### src/rtl/filtro_biquad_seq.sv
// Direct-form-II biquad section built around one shared multiply-accumulate.
// Define BIQUAD_SAT_EN to saturate f and y on conversion instead of wrapping.
module filtro_biquad_seq #(
    parameter int W    = 16,
    parameter int FRAC = 8,
    parameter int ACCW = 2*W+3
) (
    input  logic                clk,
    input  logic                reset,
    input  logic                clr,
    input  logic                u_valid,
    input  logic signed [W-1:0] u,
    output logic                ready,
    input  logic signed [W-1:0] b0,
    input  logic signed [W-1:0] b1,
    input  logic signed [W-1:0] b2,
    input  logic signed [W-1:0] a1,
    input  logic signed [W-1:0] a2,
    output logic signed [W-1:0] y,
    output logic                y_valid
);

    typedef enum logic [2:0] {
        S_IDLE,
        S_F1,
        S_F2,
        S_FSAT,
        S_Y0,
        S_Y1,
        S_Y2,
        S_DONE
    } state_t;

    state_t state_q, state_d;

    logic signed [ACCW-1:0] acc_q, acc_d;
    logic signed [W-1:0]    b0_q, b0_d;
    logic signed [W-1:0]    b1_q, b1_d;
    logic signed [W-1:0]    b2_q, b2_d;
    logic signed [W-1:0]    a1_q, a1_d;
    logic signed [W-1:0]    a2_q, a2_d;
    logic signed [W-1:0]    f_q, f_d;
    logic signed [W-1:0]    f1_q, f1_d;
    logic signed [W-1:0]    f2_q, f2_d;
    logic signed [W-1:0]    y_q, y_d;
    logic                   y_valid_q, y_valid_d;

    logic signed [W-1:0]      mul_c;
    logic signed [W-1:0]      mul_d;
    logic signed [2*W-1:0]    prod;
    logic signed [ACCW-1:0]   prod_ext;
    logic signed [ACCW-1:0]   u_ext;

    function automatic logic signed [W-1:0] conv(
        input logic signed [ACCW-1:0] x
    );
`ifdef BIQUAD_SAT_EN
        logic signed [ACCW-1:0] sh;
        sh = x >>> FRAC;
        // In range when every bit above the W-bit sign agrees with it
        if ((&sh[ACCW-1:W-1]) || (~|sh[ACCW-1:W-1])) begin
            conv = sh[W-1:0];
        end else if (sh[ACCW-1]) begin
            conv = {1'b1, {(W-1){1'b0}}};
        end else begin
            conv = {1'b0, {(W-1){1'b1}}};
        end
`else
        conv = W'(x >>> FRAC);
`endif
    endfunction

    // Operand steering for the shared multiplier
    always_comb begin
        mul_c = '0;
        mul_d = '0;
        unique case (state_q)
            S_F1: begin
                mul_c = a1_q;
                mul_d = f1_q;
            end
            S_F2: begin
                mul_c = a2_q;
                mul_d = f2_q;
            end
            S_Y0: begin
                mul_c = b0_q;
                mul_d = f_q;
            end
            S_Y1: begin
                mul_c = b1_q;
                mul_d = f1_q;
            end
            S_Y2: begin
                mul_c = b2_q;
                mul_d = f2_q;
            end
            default: begin
                mul_c = '0;
                mul_d = '0;
            end
        endcase
    end

    assign prod     = mul_c * mul_d;
    assign prod_ext = {{(ACCW-2*W){prod[2*W-1]}}, prod};
    assign u_ext    = {{(ACCW-W){u[W-1]}}, u};

    always_comb begin
        state_d   = state_q;
        acc_d     = acc_q;
        b0_d      = b0_q;
        b1_d      = b1_q;
        b2_d      = b2_q;
        a1_d      = a1_q;
        a2_d      = a2_q;
        f_d       = f_q;
        f1_d      = f1_q;
        f2_d      = f2_q;
        y_d       = y_q;
        y_valid_d = 1'b0;
        unique case (state_q)
            S_IDLE: begin
                if (u_valid) begin
                    b0_d    = b0;
                    b1_d    = b1;
                    b2_d    = b2;
                    a1_d    = a1;
                    a2_d    = a2;
                    acc_d   = u_ext <<< FRAC;
                    state_d = S_F1;
                end
            end
            S_F1: begin
                acc_d   = acc_q - prod_ext;
                state_d = S_F2;
            end
            S_F2: begin
                acc_d   = acc_q - prod_ext;
                state_d = S_FSAT;
            end
            S_FSAT: begin
                f_d     = conv(acc_q);
                acc_d   = '0;
                state_d = S_Y0;
            end
            S_Y0: begin
                acc_d   = acc_q + prod_ext;
                state_d = S_Y1;
            end
            S_Y1: begin
                acc_d   = acc_q + prod_ext;
                state_d = S_Y2;
            end
            S_Y2: begin
                acc_d   = acc_q + prod_ext;
                state_d = S_DONE;
            end
            S_DONE: begin
                y_d       = conv(acc_q);
                f2_d      = f1_q;
                f1_d      = f_q;
                y_valid_d = 1'b1;
                state_d   = S_IDLE;
            end
            default: begin
                state_d = S_IDLE;
            end
        endcase
    end

    // clr behaves exactly like reset, aborting any sample in flight
    always_ff @(posedge clk) begin
        if (!reset || clr) begin
            state_q   <= S_IDLE;
            acc_q     <= '0;
            b0_q      <= '0;
            b1_q      <= '0;
            b2_q      <= '0;
            a1_q      <= '0;
            a2_q      <= '0;
            f_q       <= '0;
            f1_q      <= '0;
            f2_q      <= '0;
            y_q       <= '0;
            y_valid_q <= 1'b0;
        end else begin
            state_q   <= state_d;
            acc_q     <= acc_d;
            b0_q      <= b0_d;
            b1_q      <= b1_d;
            b2_q      <= b2_d;
            a1_q      <= a1_d;
            a2_q      <= a2_d;
            f_q       <= f_d;
            f1_q      <= f1_d;
            f2_q      <= f2_d;
            y_q       <= y_d;
            y_valid_q <= y_valid_d;
        end
    end

    assign ready   = (state_q == S_IDLE);
    assign y       = y_q;
    assign y_valid = y_valid_q;

endmodule
### config.mk
export PLATFORM = sky130hd
export DESIGN_NAME = filtro_biquad_seq
export DESIGN_NICKNAME = d
export VERILOG_FILES = /design/src/rtl/filtro_biquad_seq.sv
export SDC_FILE = /design/constraint.sdc
export NUM_CORES = 1
export LEC_CHECK = 0
export CAP_MARGIN = 5
export CELL_PAD_IN_SITES_DETAIL_PLACEMENT = 1
export CELL_PAD_IN_SITES_GLOBAL_PLACEMENT = 2
export CORE_MARGIN = 2
export CORE_UTILIZATION = 39
export DETAILED_ROUTE_END_ITERATION = 7
export PLACE_DENSITY = 0.94
export SYNTH_ARGS = -nofsm -noshare
export SYNTH_HDL_FRONTEND = slang
export SYNTH_SLANG_ARGS = --single-unit
### constraint.sdc
create_clock -name clk -period 22.5 [get_ports clk]
set_clock_uncertainty 0.15 [all_clocks]
set_input_delay 2.25 -clock clk [delete_from_list [all_inputs] [get_ports clk]]
set_output_delay 2.25 -clock clk [all_outputs]
set_load 0.1 [all_outputs]
==> run summary, run 1 <==
====================================================================================
Worst hold start ......................................................     a2_q[12]
Worst flop-to-flop path startpoint ....................................   state_q[1]
Critical path arrival .................................................    10,910 ps
CP peak stage delay ...................................................       840 ps
Main synth FF type .................................................... sky130_fd_sc_hd__dfxtp_1
Worst-case register-to-register setup slack ...........................    11,780 ps
Number of antenna violations at the first check in global routing .....            0
Clock-pin slew on the worst setup and hold paths ......................        70 ps
Vertical extent of the die ............................................       209 um
Wire length of the first global-routing pass ..........................    87,000 um
GP Congestion .........................................................        0.935
Worst endpoint required time ..........................................    22,690 ps
Inserted Clock Buffers ................................................           17
RR Endpoint ...........................................................    acc_q[23]
Max transition margin .................................................        17.5%
H-tree Lvls ...........................................................            4
Remaining global-route overflow .......................................            0
Area fraction of the dominant cell type after synthesis ...............        22.9%
Full die area ......................................................... 43,700 sq um
Kind of start point of the critical path ..............................         flop
Initial Util ..........................................................        39.3%
Unrepaired setup endpoints after global routing .......................        false
Power per Cell Area ................................................... 37.1 nW/um^2
Fillcell total ........................................................        5,072
Number of nets at the end of the flow .................................        2,521
Fin. Hold Viols .......................................................            0
Vias per cell .........................................................         5.45
Number of synthesized register bits ...................................          172
Warnings from Yosys ...................................................            0
Number of iterations in the first detailed-routing pass ...............            6
Sequential share of the synthesized area ..............................        21.0%
Share of flip-flops with an asynchronous set or reset after synthesis .           0%
Hold bufs inserted after CTS ..........................................            0
I/O pin cnt ...........................................................          118
Count of buffers added by post-CTS timing repair for setup ............            0
Post-synth EDFFs ......................................................            0
Cell type with the highest aggregate area in the netlist .............. sky130_fd_sc_hd__fa_1
Final Max Slew Viols ..................................................            0
Critical path class ................................................... flop to flop
Vias ..................................................................       14,600
Clock tree root buffer cell ........................................... sky130_fd_sc_hd__clkbuf_16
Remaining antenna violation count .....................................            0
FP Rows ...............................................................           75
Pin count of the biggest net entering global routing ..................           94
Setup-violating endpoint count in the final report ....................            0
CP most frequent cell ................................................. sky130_fd_sc_hd__fa_1
Run status ............................................................ complete, no violations
TritonCTS clock tree ..................................................          yes
Final Critical Period .................................................    10,720 ps
Number of unique standard cell types used by synthesis ................           69
Largest voltage drop on the vdd net ...................................    0.0628 mV
Max stage delay cell, worst path ...................................... sky130_fd_sc_hd__ha_1
Number of port buffers ................................................          117
Instance count of the mapped netlist ..................................        2,090
Die span in x .........................................................       209 um
Worst-Skew Late Latency ...............................................       460 ps
Maxcap violations .....................................................            0
Cells on worst reg2reg path ...........................................           36
Post-synth net total ..................................................        2,479
Sum Neg Setup Slack ...................................................         0 ps
Core area ............................................................. 41,800 sq um
Top library cells by usage in the layout, fill and taps aside ......... sky130_fd_sc_hd__nand2_1 (433), sky130_fd_sc_hd__inv_1 (273), sky130_fd_sc_hd__nor2_1 (210)
Critical Path End Type ................................................         flop
Overall routed net length .............................................    54,500 um
Layout area overhead ..................................................        13.3%
Overall fraction of global-route tracks in use ........................        25.6%
Detailed-route wire length per cell ...................................      20.3 um
Static leakage ........................................................      7.68 nW
Number of DRC markers in iteration 0 ..................................          881
CP Max Fanout .........................................................           22
Inserted Diodes .......................................................            0
Fin Hold WS ...........................................................       310 ps
Max Buffers Root-to-Sink ..............................................            2
# clock sinks .........................................................          172
Synth Area per Inst ...................................................   7.85 sq um
Half-perimeter wire length after detailed placement ...................    42,600 um
Area of the mapped netlist ............................................ 16,400 sq um
Largest cells by area after synthesis ................................. sky130_fd_sc_hd__fa_1 (23%), sky130_fd_sc_hd__dfxtp_1 (21%), sky130_fd_sc_hd__nand2_1 (10%)
Capturing instance or port of the critical path .......................    acc_q[23]
Most common cell after layout, fill and taps aside .................... sky130_fd_sc_hd__nand2_1
Drt drc ...............................................................            0
Min-Delay Path Class .................................................. flop to flop
Quantity of gates resized following cts ...............................            0
Critical path launch point ............................................   state_q[1]
Fraction of final layout cells with drive strength greater than 1 .....        4.15%
Slew @ Worst Pin ......................................................      1240 ps
Number of global-route vias before repair .............................       15,900
Final period util .....................................................        47.6%
Achievable frequency ..................................................     93.3 MHz
====================================================================================
## cells in the mapped netlist, drive strengths merged, types with 18 or more instances
cell / count
xor2: 18
o21ai: 51
clkbuf: 100
nand2: 436
nand3: 23
inv: 273
dfxtp: 172
fa: 188
ha: 101
a221oi: 22
nor2: 210
a21oi: 188
xnor2: 56
## state kept, by name (all words and copies together), names as in the netlist
signal   cells
y           16
f1_q        16
acc_q       24
a1_q        16
b2_q        16
f2_q        16
a2_q        16
b1_q        16
y_valid      1
b0_q        16
f_q         16
state_q      3
## critical path, delay by kind of cell, from the launching register on
| family | cells | cell delay (ps) |
|---|---|---|
| adder cells (fa/ha/maj) | 9 | 4580 |
| AND/OR/NAND/NOR | 11 | 2890 |
| AO/OA/AOI/OAI | 8 | 1550 |
| XOR/XNOR | 3 | 680 |
| buffers and inverters | 5 | 380 |
| flip-flops | 1 | 360 |
## worst min path at each step
stage                     endpoint  cells past startpoint
final                     a2_q[12]                      2
after global routing      b2_q[13]                      2
after CTS                 b2_q[14]                      2
after detailed placement  b2_q[14]                      2
after global placement     f2_q[1]                      2
after floorplan            b0_q[0]                      2
## cells by family after synthesis
group	synth area share, %
buf+inv	8.99
xor+xnor	4.36
flops	21.0
simple gates	19.4
mux	0.122
compound gates	15.5
fa+ha+maj	30.7
## stage by stage
step | std cells | total power [mW] | instance area [sq um] | setup WS (ps) | utilization [%]
floorplan | 2090 | 0.362 | 16400 | 12710 | -
global placement | 2652 | 0.397 | 18000 | 12280 | 43.1
detailed placement | 2652 | 0.398 | 18000 | 11960 | 43.1
CTS | 2684 | 0.692 | 18600 | 11860 | 44.5
global route | 2684 | 0.713 | 18600 | 11110 | 44.5
finish | 2684 | 0.689 | 18600 | 11780 | 44.5
## report_power, final
part	switching, mW	total, mW	leakage, nW	internal [mW]
logic	0.0440	0.0732	6.00	0.0292
registers	0.00765	0.319	1.39	0.311
clock network	0.135	0.297	0.286	0.161
## area by class of cell
| type | instances | area [sq um] | area share, % |
|---|---|---|---|
| Timing Repair Buffer | 138 | 1330 | 7.15 |
| Sequential cell | 172 | 3440 | 18.5 |
| Clock inverter | 12 | 126 | 0.680 |
| Inverter | 274 | 1030 | 5.54 |
| Multi-Input combinational cell | 1529 | 11500 | 62.0 |
| Clock buffer | 20 | 457 | 2.46 |
| Tap cell | 539 | 674 | 3.63 |
## metal layers
metal	up-vias	wire [um]	track usage (%)
met4	0	1140	7.22
li1	6778	-	-
met2	410	26400	43.5
met5	-	0	0
met1	7360	23400	32.9
met3	67	3670	5.31
Power figures use the tool's default switching activity.
==> inputs of run 2 (changes only) <==
CORE_UTILIZATION = 33   (was 39)
PLACE_DENSITY = 0.86   (was 0.94)
clock period = 9.5 ns   (was 22.5 ns; I/O delays follow)
==> run 2 against run 1 <==
Net effect:
- fmax is 16% higher
- register-to-register slack worse by 12000 ps
- clock power is 140% higher
- wire length is 4.1% higher
- cell area is 5.3% higher
- non-clock buffer count is 61 higher
- critical path depth is 1 higher
- final cell count is 6.9% higher
- highest routed layer unchanged
- combinational power is 150% higher
- largest cell class unchanged
- sequential power is 140% higher
- die area is 18% higher
==> run summary, run 2 (synthesis gave the netlist of run 1 again) <==
================================================================================
Sum Neg Setup Slack ...............................................         0 ps
Number of global-route vias before repair .........................       16,000
CP peak stage delay ...............................................       590 ps
CP Max Fanout .....................................................           22
Hold Crit Endpoint ................................................      f2_q[4]
Top library cells by usage in the layout, fill and taps aside ..... sky130_fd_sc_hd__nand2_1 (432), sky130_fd_sc_hd__inv_1 (272), sky130_fd_sc_hd__nor2_1 (207)
Worst-Skew Late Latency ...........................................       460 ps
Total power .......................................................      1.65 mW
Detailed-route wire length per cell ...............................      19.8 um
Inserted Diodes ...................................................            0
Reg with most FFs .................................................        acc_q
GP Congestion .....................................................        0.920
Cells on worst reg2reg path .......................................           37
Final Instance Count excl. Fillers ................................        2,870
Max Buffers Root-to-Sink ..........................................            2
Number of antenna violations at the first check in global routing .            0
Power per Cell Area ............................................... 84.1 nW/um^2
Final Critical Period .............................................      9240 ps
Remaining antenna violation count .................................            0
Vias per cell .....................................................         5.16
Unrepaired setup endpoints after global routing ...................         true
Achievable frequency ..............................................      108 MHz
Number of DRC markers in iteration 0 ..............................          861
Maxcap violations .................................................            0
Static leakage ....................................................      8.02 nW
Overall routed net length .........................................    56,800 um
H-tree Lvls .......................................................            4
Max FFs per register ..............................................           24
Slew @ Worst Pin ..................................................      1210 ps
Max transition margin .............................................        19.5%
Critical Path End Type ............................................         flop
Max stage delay cell, worst path .................................. sky130_fd_sc_hd__a222oi_1
I/O pin cnt .......................................................          118
Remaining global-route overflow ...................................            0
Kind of start point of the critical path ..........................         flop
Most common cell after layout, fill and taps aside ................ sky130_fd_sc_hd__nand2_1
Run status ........................................................ complete, no violations
Setup-violating endpoint count in the final report ................            0
Final Max Slew Viols ..............................................            0
Vertical extent of the die ........................................       227 um
Critical path class ............................................... flop to flop
Fin Hold WS .......................................................       308 ps
Half-perimeter wire length after detailed placement ...............    45,200 um
Hold bufs inserted after CTS ......................................            0
Worst-case register-to-register setup slack .......................       260 ps
Die span in x .....................................................       227 um
Clock tree root buffer cell ....................................... sky130_fd_sc_hd__clkbuf_16
Routed length on met3 .............................................      2470 um
Overall fraction of global-route tracks in use ....................        22.5%
Initial Util ......................................................        33.4%
Critical path launch point ........................................   state_q[0]
Fraction of final layout cells with drive strength greater than 1 .        9.29%
# clock sinks .....................................................          172
Final period util .................................................        97.2%
Reg power frac ....................................................        45.8%
Post-placement worst setup slack ..................................      -173 ps
Share of total power in combinational logic .......................        11.1%
Clock-pin slew on the worst setup and hold paths ..................        70 ps
Worst hold path depth .............................................            2
Core area ......................................................... 49,100 sq um
Vias ..............................................................       14,800
Min-Delay Path Class .............................................. flop to flop
Layout area overhead ..............................................        19.3%
Full die area ..................................................... 51,500 sq um
Internal power ....................................................      1.19 mW
Switching power ...................................................       461 uW
Number of iterations in the first detailed-routing pass ...........            7
Drt drc ...........................................................            0
Fin. Hold Viols ...................................................            0
Critical path arrival .............................................      9480 ps
Worst flop-to-flop path startpoint ................................   state_q[0]
PnR worst setup slack .............................................       261 ps
Number of port buffers ............................................          117
TritonCTS clock tree ..............................................          yes
Total routed wire length on the met1 layer ........................    25,400 um
Worst hold start ..................................................      f2_q[4]
Routed met2 length ................................................    27,700 um
Wire length of the first global-routing pass ......................    88,900 um
Worst endpoint required time ......................................      9740 ps
Placed insts ......................................................        2,826
Number of nets at the end of the flow .............................        2,582
RR Endpoint .......................................................    acc_q[22]
Clock network fraction of design power ............................        43.1%
Largest voltage drop on the vdd net ...............................     0.112 mV
FP Rows ...........................................................           81
Switching power share of the total ................................        28.0%
Pin count of the biggest net entering global routing ..............           98
Inserted Clock Buffers ............................................           17
Highest metal used ................................................         met4
================================================================================
## run 2: critical path: cells and delay by family (launching register included)
kind / cells / cell delay [ps]
buf+inv: 9 / 910
simple gates: 8 / 1360
fa+ha+maj: 9 / 3860
flops: 1 / 370
compound gates: 10 / 2390
xor+xnor: 1 / 150
## run 2: area by class of cell
cell class	instances	area, sq um
clock buffers	18	429
flip-flops and latches	172	3450
multi-input cells	1529	11800
repair buffers	199	1880
fillers	6008	29500
inverters	274	1030
well taps	664	831
clock inverters	14	153
## run 2: power groups by stage
stage / logic (mW) / clock network [mW] / registers [mW]
global placement: 0.174 / 0 / 0.770
CTS: 0.179 / 0.722 / 0.754
floorplan: 0.0958 / 0 / 0.762
global route: 0.199 / 0.744 / 0.755
finish: 0.182 / 0.709 / 0.754
detailed placement: 0.178 / 0 / 0.771
## run 2: metal layers
metal | GRT usage, % | up-vias
met3 | 2.53 | 87
met1 | 30.1 | 7460
met2 | 38.4 | 374
met5 | 0 | -
li1 | - | 6902
met4 | 6.14 | 0
## run 2: worst max-delay path by stage
stage	slack, ps	end	depth (start not counted)
floorplan	40	acc_q[23]	43
global placement	10	acc_q[23]	37
detailed placement	-170	acc_q[23]	36
CTS	6	acc_q[23]	38
global route	-80	acc_q[22]	37
finish	260	acc_q[22]	37
## run 2: per-stage QoR
stage               util, %  instance area, sq um
detailed placement     37.9                 18600
floorplan                 -                 16400
CTS                    39.2                 19200
global route           39.9                 19600
global placement       37.9                 18600
finish                 39.9                 19600
## run 2: timing repair
action                     CTS  global route
setup endpoints to repair    5             9
buffers inserted             1            11
gates resized for setup      8            65
pin swaps                    3            22
==> inputs of run 3 (changes only) <==
CORE_UTILIZATION = 39   (was 33)
PLACE_DENSITY = 0.94   (was 0.86)
SLEW_MARGIN = 20   (was not set)
clock period = 11.8 ns   (was 9.5 ns; I/O delays follow)
==> run 3 against run 2 <==
Net effect:
- wire length down 7.0%
- combinational power down 23%
- die area down 15%
- critical path type unchanged
- critical endpoint is now acc_q[23]
- largest power group unchanged
==> run summary, run 3 (synthesis gave the netlist of run 1 again) <==
================================================================================
Cells on worst reg2reg path .......................................           37
Number of port buffers ............................................          117
FP Rows ...........................................................           75
Number of nets at the end of the flow .............................        2,522
Initial Util ......................................................        39.3%
Final Max Slew Viols ..............................................            0
Max Buffers Root-to-Sink ..........................................            2
Clock tree root buffer cell ....................................... sky130_fd_sc_hd__clkbuf_16
Switching power ...................................................       360 uW
Full die area ..................................................... 43,700 sq um
I/O pin cnt .......................................................          118
Worst path buffer plus inverter count .............................            6
Unrepaired setup endpoints after global routing ...................        false
Reg with most FFs .................................................        acc_q
Critical path class ............................................... flop to flop
Finished layout cell area ......................................... 18,600 sq um
Worst flop-to-flop path startpoint ................................   state_q[1]
Worst hold start ..................................................     a1_q[12]
Drt drc ...........................................................            0
RR Endpoint .......................................................    acc_q[23]
Slew @ Worst Pin ..................................................      1060 ps
Clock network fraction of design power ............................        43.6%
TritonCTS clock tree ..............................................          yes
H-tree Lvls .......................................................            4
Static leakage ....................................................      7.69 nW
Hold bufs inserted after CTS ......................................            0
Inserted Clock Buffers ............................................           17
Fin. Hold Viols ...................................................            0
Largest voltage drop on the vdd net ...............................     0.105 mV
Core area ......................................................... 41,800 sq um
Quantity of gates resized following cts ...........................            0
Critical path arrival .............................................    10,690 ps
Detailed-route wire length per cell ...............................      19.7 um
Number of iterations in the first detailed-routing pass ...........            5
Clock-pin slew on the worst setup and hold paths ..................        70 ps
Hold Crit Endpoint ................................................     a1_q[12]
Worst hold path depth .............................................            2
Kind of start point of the critical path ..........................         flop
Number of antenna violations at the first check in global routing .            0
Number of DRC markers in iteration 0 ..............................          963
Remaining global-route overflow ...................................            0
CP Max Fanout .....................................................           36
Layout area overhead ..............................................        13.4%
Vias ..............................................................       14,500
Max FFs per register ..............................................           24
Vertical extent of the die ........................................       209 um
Fraction of final layout cells with drive strength greater than 1 .        4.19%
Min-Delay Path Class .............................................. flop to flop
Die span in x .....................................................       209 um
Reg power frac ....................................................        45.8%
Achievable frequency ..............................................     95.5 MHz
Remaining antenna violation count .................................            0
Placement Cell Area ............................................... 18,000 sq um
Critical Path End Type ............................................         flop
Internal power ....................................................       964 uW
Wire length of the first global-routing pass ......................    85,000 um
Switching power share of the total ................................        27.2%
Worst endpoint required time ......................................    12,010 ps
Most common cell after layout, fill and taps aside ................ sky130_fd_sc_hd__nand2_1
Final Core Density ................................................        44.5%
Sum Neg Setup Slack ...............................................         0 ps
Power per Cell Area ............................................... 71.2 nW/um^2
Run status ........................................................ complete, no violations
CP most frequent cell ............................................. sky130_fd_sc_hd__fa_1
Vias per cell .....................................................         5.39
Half-perimeter wire length after detailed placement ...............    41,600 um
Count of buffers added by post-CTS timing repair for setup ........            0
Share of total power in combinational logic .......................        10.5%
CP peak stage delay ...............................................       690 ps
Maxcap violations .................................................            0
# clock sinks .....................................................          172
Setup-violating endpoint count in the final report ................            0
Number of global-route vias before repair .........................       15,400
Worst-case register-to-register setup slack .......................      1330 ps
Max stage delay cell, worst path .................................. sky130_fd_sc_hd__ha_2
Top library cells by usage in the layout, fill and taps aside ..... sky130_fd_sc_hd__nand2_1 (433), sky130_fd_sc_hd__inv_1 (273), sky130_fd_sc_hd__nor2_1 (210)
Max transition margin .............................................        29.4%
Pin count of the biggest net entering global routing ..............          105
Overall fraction of global-route tracks in use ....................        24.7%
Overall routed net length .........................................    52,800 um
Dominant delay contributor by cell family on the critical path ....  adder cells
GP Congestion .....................................................        0.913
Final Critical Period .............................................    10,470 ps
Worst-Skew Late Latency ...........................................       440 ps
Inserted Diodes ...................................................            0
Final period util .................................................        88.8%
================================================================================
==> run 3: cell types whose count changed in the layout (fill, tap and decap cells not counted), moves of 4 or more <==
| cell | change |
|---|---|
| sky130_fd_sc_hd__buf_12 | -7 |
| sky130_fd_sc_hd__o21ai_0 | +8 |
| sky130_fd_sc_hd__a21oi_2 | -8 |
| sky130_fd_sc_hd__o21ai_2 | -4 |
| sky130_fd_sc_hd__ha_2 | -4 |
| sky130_fd_sc_hd__ha_4 | -4 |
| sky130_fd_sc_hd__ha_1 | +8 |
| sky130_fd_sc_hd__buf_4 | -52 |
| sky130_fd_sc_hd__a21oi_1 | +8 |
| sky130_fd_sc_hd__o21ai_1 | -4 |
==> run 3: worst max-delay path by stage <==
stage               slack (ps)         to       start  cells after the start
floorplan                 2010  acc_q[23]  state_q[0]                     42
global placement          1720  acc_q[23]  state_q[1]                     35
detailed placement        1430  acc_q[23]  state_q[1]                     37
CTS                       1400  acc_q[23]  state_q[1]                     37
global route               530  acc_q[23]  state_q[1]                     36
finish                    1330  acc_q[23]  state_q[1]                     37
==> run 3: stage by stage <==
step	worst slack (ps)	total power, mW	std cells	hold slack, ps
after floorplan	2010	0.690	2090	286
after global placement	1720	0.755	2653	292
after detailed placement	1430	0.758	2653	299
after CTS	1400	1.33	2685	309
after global routing	530	1.37	2685	324
final	1330	1.32	2685	307
==> run 3: worst reg2reg max path, delay by kind of cell, from the launching register on <==
| family | cells | cell delay, ps |
|---|---|---|
| compound gates | 12 | 2370 |
| xor+xnor | 3 | 500 |
| fa+ha+maj | 9 | 4430 |
| buf+inv | 6 | 720 |
| flops | 1 | 360 |
| simple gates | 7 | 1870 |
==> run 3: power by group through the flow <==
stage / clock [mW] / sequential, mW / combinational, mW
finish: 0.578 / 0.606 / 0.140
global route: 0.606 / 0.608 / 0.152
CTS: 0.585 / 0.606 / 0.139
detailed placement: 0 / 0.620 / 0.138
global placement: 0 / 0.620 / 0.136
floorplan: 0 / 0.613 / 0.0771
==> run 3: metal layers <==
metal,wire length [um],GRT usage (%)
met1,23700,33.2
met2,25100,41.6
met3,2700,3.43
met4,1320,7.19
met5,0,0
==> run 3: cell type report <==
| type | instances | area (sq um) |
|---|---|---|
| Inverter | 274 | 1030 |
| Fill cell | 5010 | 23200 |
| Clock buffer | 21 | 470 |
| Sequential cell | 172 | 3440 |
| Timing Repair Buffer | 139 | 1340 |
| Multi-Input combinational cell | 1529 | 11500 |
| Tap cell | 539 | 674 |
| Clock inverter | 11 | 120 |
==> patch: new RTL, flow settings as in run 2 <==
The parameter `W` goes from 16 to 18.
--- a/src/rtl/filtro_biquad_seq.sv
+++ b/src/rtl/filtro_biquad_seq.sv
@@ -1,7 +1,7 @@
 // Direct-form-II biquad section built around one shared multiply-accumulate.
 // Define BIQUAD_SAT_EN to saturate f and y on conversion instead of wrapping.
 module filtro_biquad_seq #(
-    parameter int W    = 16,
+    parameter int W    = 18,
     parameter int FRAC = 8,
     parameter int ACCW = 2*W+3
 ) (
Ports: changed (7 resized); port bits go from 118 to 132. No check against the original RTL was run, so the function may have changed too.
==> patch against run 2 <==
  * Routed wire length up 16%
  * Global-route usage down 0.20 points
  * Area after synthesis up 15%
  * Total power up 12%
  * Largest cell class unchanged
  * Cell count up 18%
  * Sequential cell count up 20
  * Setup slack worse by 0.070 ns
  * Critical path type unchanged
  * Utilization up 1.7 points
  * Design area up 20%
==> patch: results (changes against run 2) <==
| Metric | Value |
|---|---|
| Layout cells sized above 1 | 13.4% (was 9.29%) |
| Chip width | 243 microns (was 227 microns) |
| Dpl hpwl | 53.0 mm (was 45.2 mm) |
| Worst endpoint data arrival time | 9.53 ns (was 9.48 ns) |
| Largest net degree at the start of global routing | 94 (was 98) |
| Sequential fraction of the synthesis area | 20.5% (was 21.0%) |
| Peak VDD IR | 0.000137 V (was 0.000112 V) |
| Final Non-Filler Cells | 3,375 (was 2,870) |
| Worst-path fanout max | 18 (was 22) |
| Post-Synth Adder-Cell Area | 32.0% (was 30.7%) |
| Largest register FFs | 26 (was 24) |
| Max stage delay cell, worst path | or4_4 (was a222oi_1) |
| Compound-gate portion of the synthesized area | 15.5% (about the same) |
| Total GRT Usage | 22.3% (was 22.5%) |
| Worst Tran Pin Value | 1.21 ns (about the same) |
| Wirelength per Cell | 19.5 microns (was 19.8 microns) |
| DP Area | 22,100 sq um (was 18,600 sq um) |
| Placed instance count | 3,307 (was 2,826) |
| Final cycle utilization of the critical path | 98.0% (was 97.2%) |
| Run status | finished clean (unchanged) |
| Place WS | -0.295 ns (was -0.173 ns) |
| Number of global-route vias before repair | 18,733 (was 16,029) |
| Reg-to-reg slack, setup | 0.19 ns (was 0.26 ns) |
| Leakage | 0.0100 uW (was 0.00802 uW) |
| Final layout net count | 3,061 (was 2,582) |
| Commonest cells post-synth | nand2_1 (532), inv_1 (336), fa_1 (230) (was nand2_1 (435), inv_1 (273), nor2_1 (210)) |
| First-pass GRT wire length | 103 mm (was 88.9 mm) |
| PortBufs | 131 (was 117) |
| 1st-pass router iterations | 5 (was 7) |
==> patch: worst paths after layout <==
check	startpoint	to	cells after the start
worst min-delay path	y[10]	y[10]	2
worst min register to register	y[10]	y[10]	2
worst max-delay path	state_q[1]	acc_q[24]	32
worst max register to register	state_q[1]	acc_q[24]	32
==> patch: where the power goes <==
group | internal (uW) | switching [uW] | leakage, uW | total, uW
clock network | 435 | 344 | 0.000302 | 779
logic | 94.4 | 124 | 0.00817 | 218
registers | 823 | 19.8 | 0.00156 | 842
total | 1350 | 488 | 0.0100 | 1840
==> patch: final cells by class <==
| type | count | area [sq um] | share of cell area (%) |
|---|---|---|---|
| clock inverters | 11 | 164 | 0.699 |
| repair buffers | 341 | 3140 | 13.4 |
| multi-input cells | 1719 | 13600 | 58.1 |
| clock buffers | 20 | 457 | 1.95 |
| inverters | 336 | 1260 | 5.40 |
| well taps | 756 | 946 | 4.03 |
| flip-flops and latches | 192 | 3850 | 16.4 |
==> patch: logic make-up after synthesis <==
| group | count (synthesis) |
|---|---|
| AND/OR/NAND/NOR | 848 |
| buffers and inverters | 461 |
| AO/OA/AOI/OAI | 449 |
| adder cells (fa/ha/maj) | 342 |
| flip-flops | 192 |
| XOR/XNOR | 79 |
| multiplexers | 1 |
==> patch: metrics by stage <==
stage	setup TNS (ns)	power (uW)
after global placement	-0.194	1070
after floorplan	0	957
final	0	1840
after global routing	-0.258	1910
after CTS	0	1850
after detailed placement	-0.329	1070
==> patch: layer usage <==
metal	vias up	GRT usage, %	wire (microns)
met5	-	0	0
met4	0	6.42	1550
met3	71	2.91	3310
met2	404	37.9	31900
met1	8769	29.5	29200
li1	8040	-	-
==> patch: repair_timing <==
action                     CTS  global route
pin swaps                    5            38
setup buffers                2            35
setup endpoints to repair    3             8
gates resized for setup     23            84
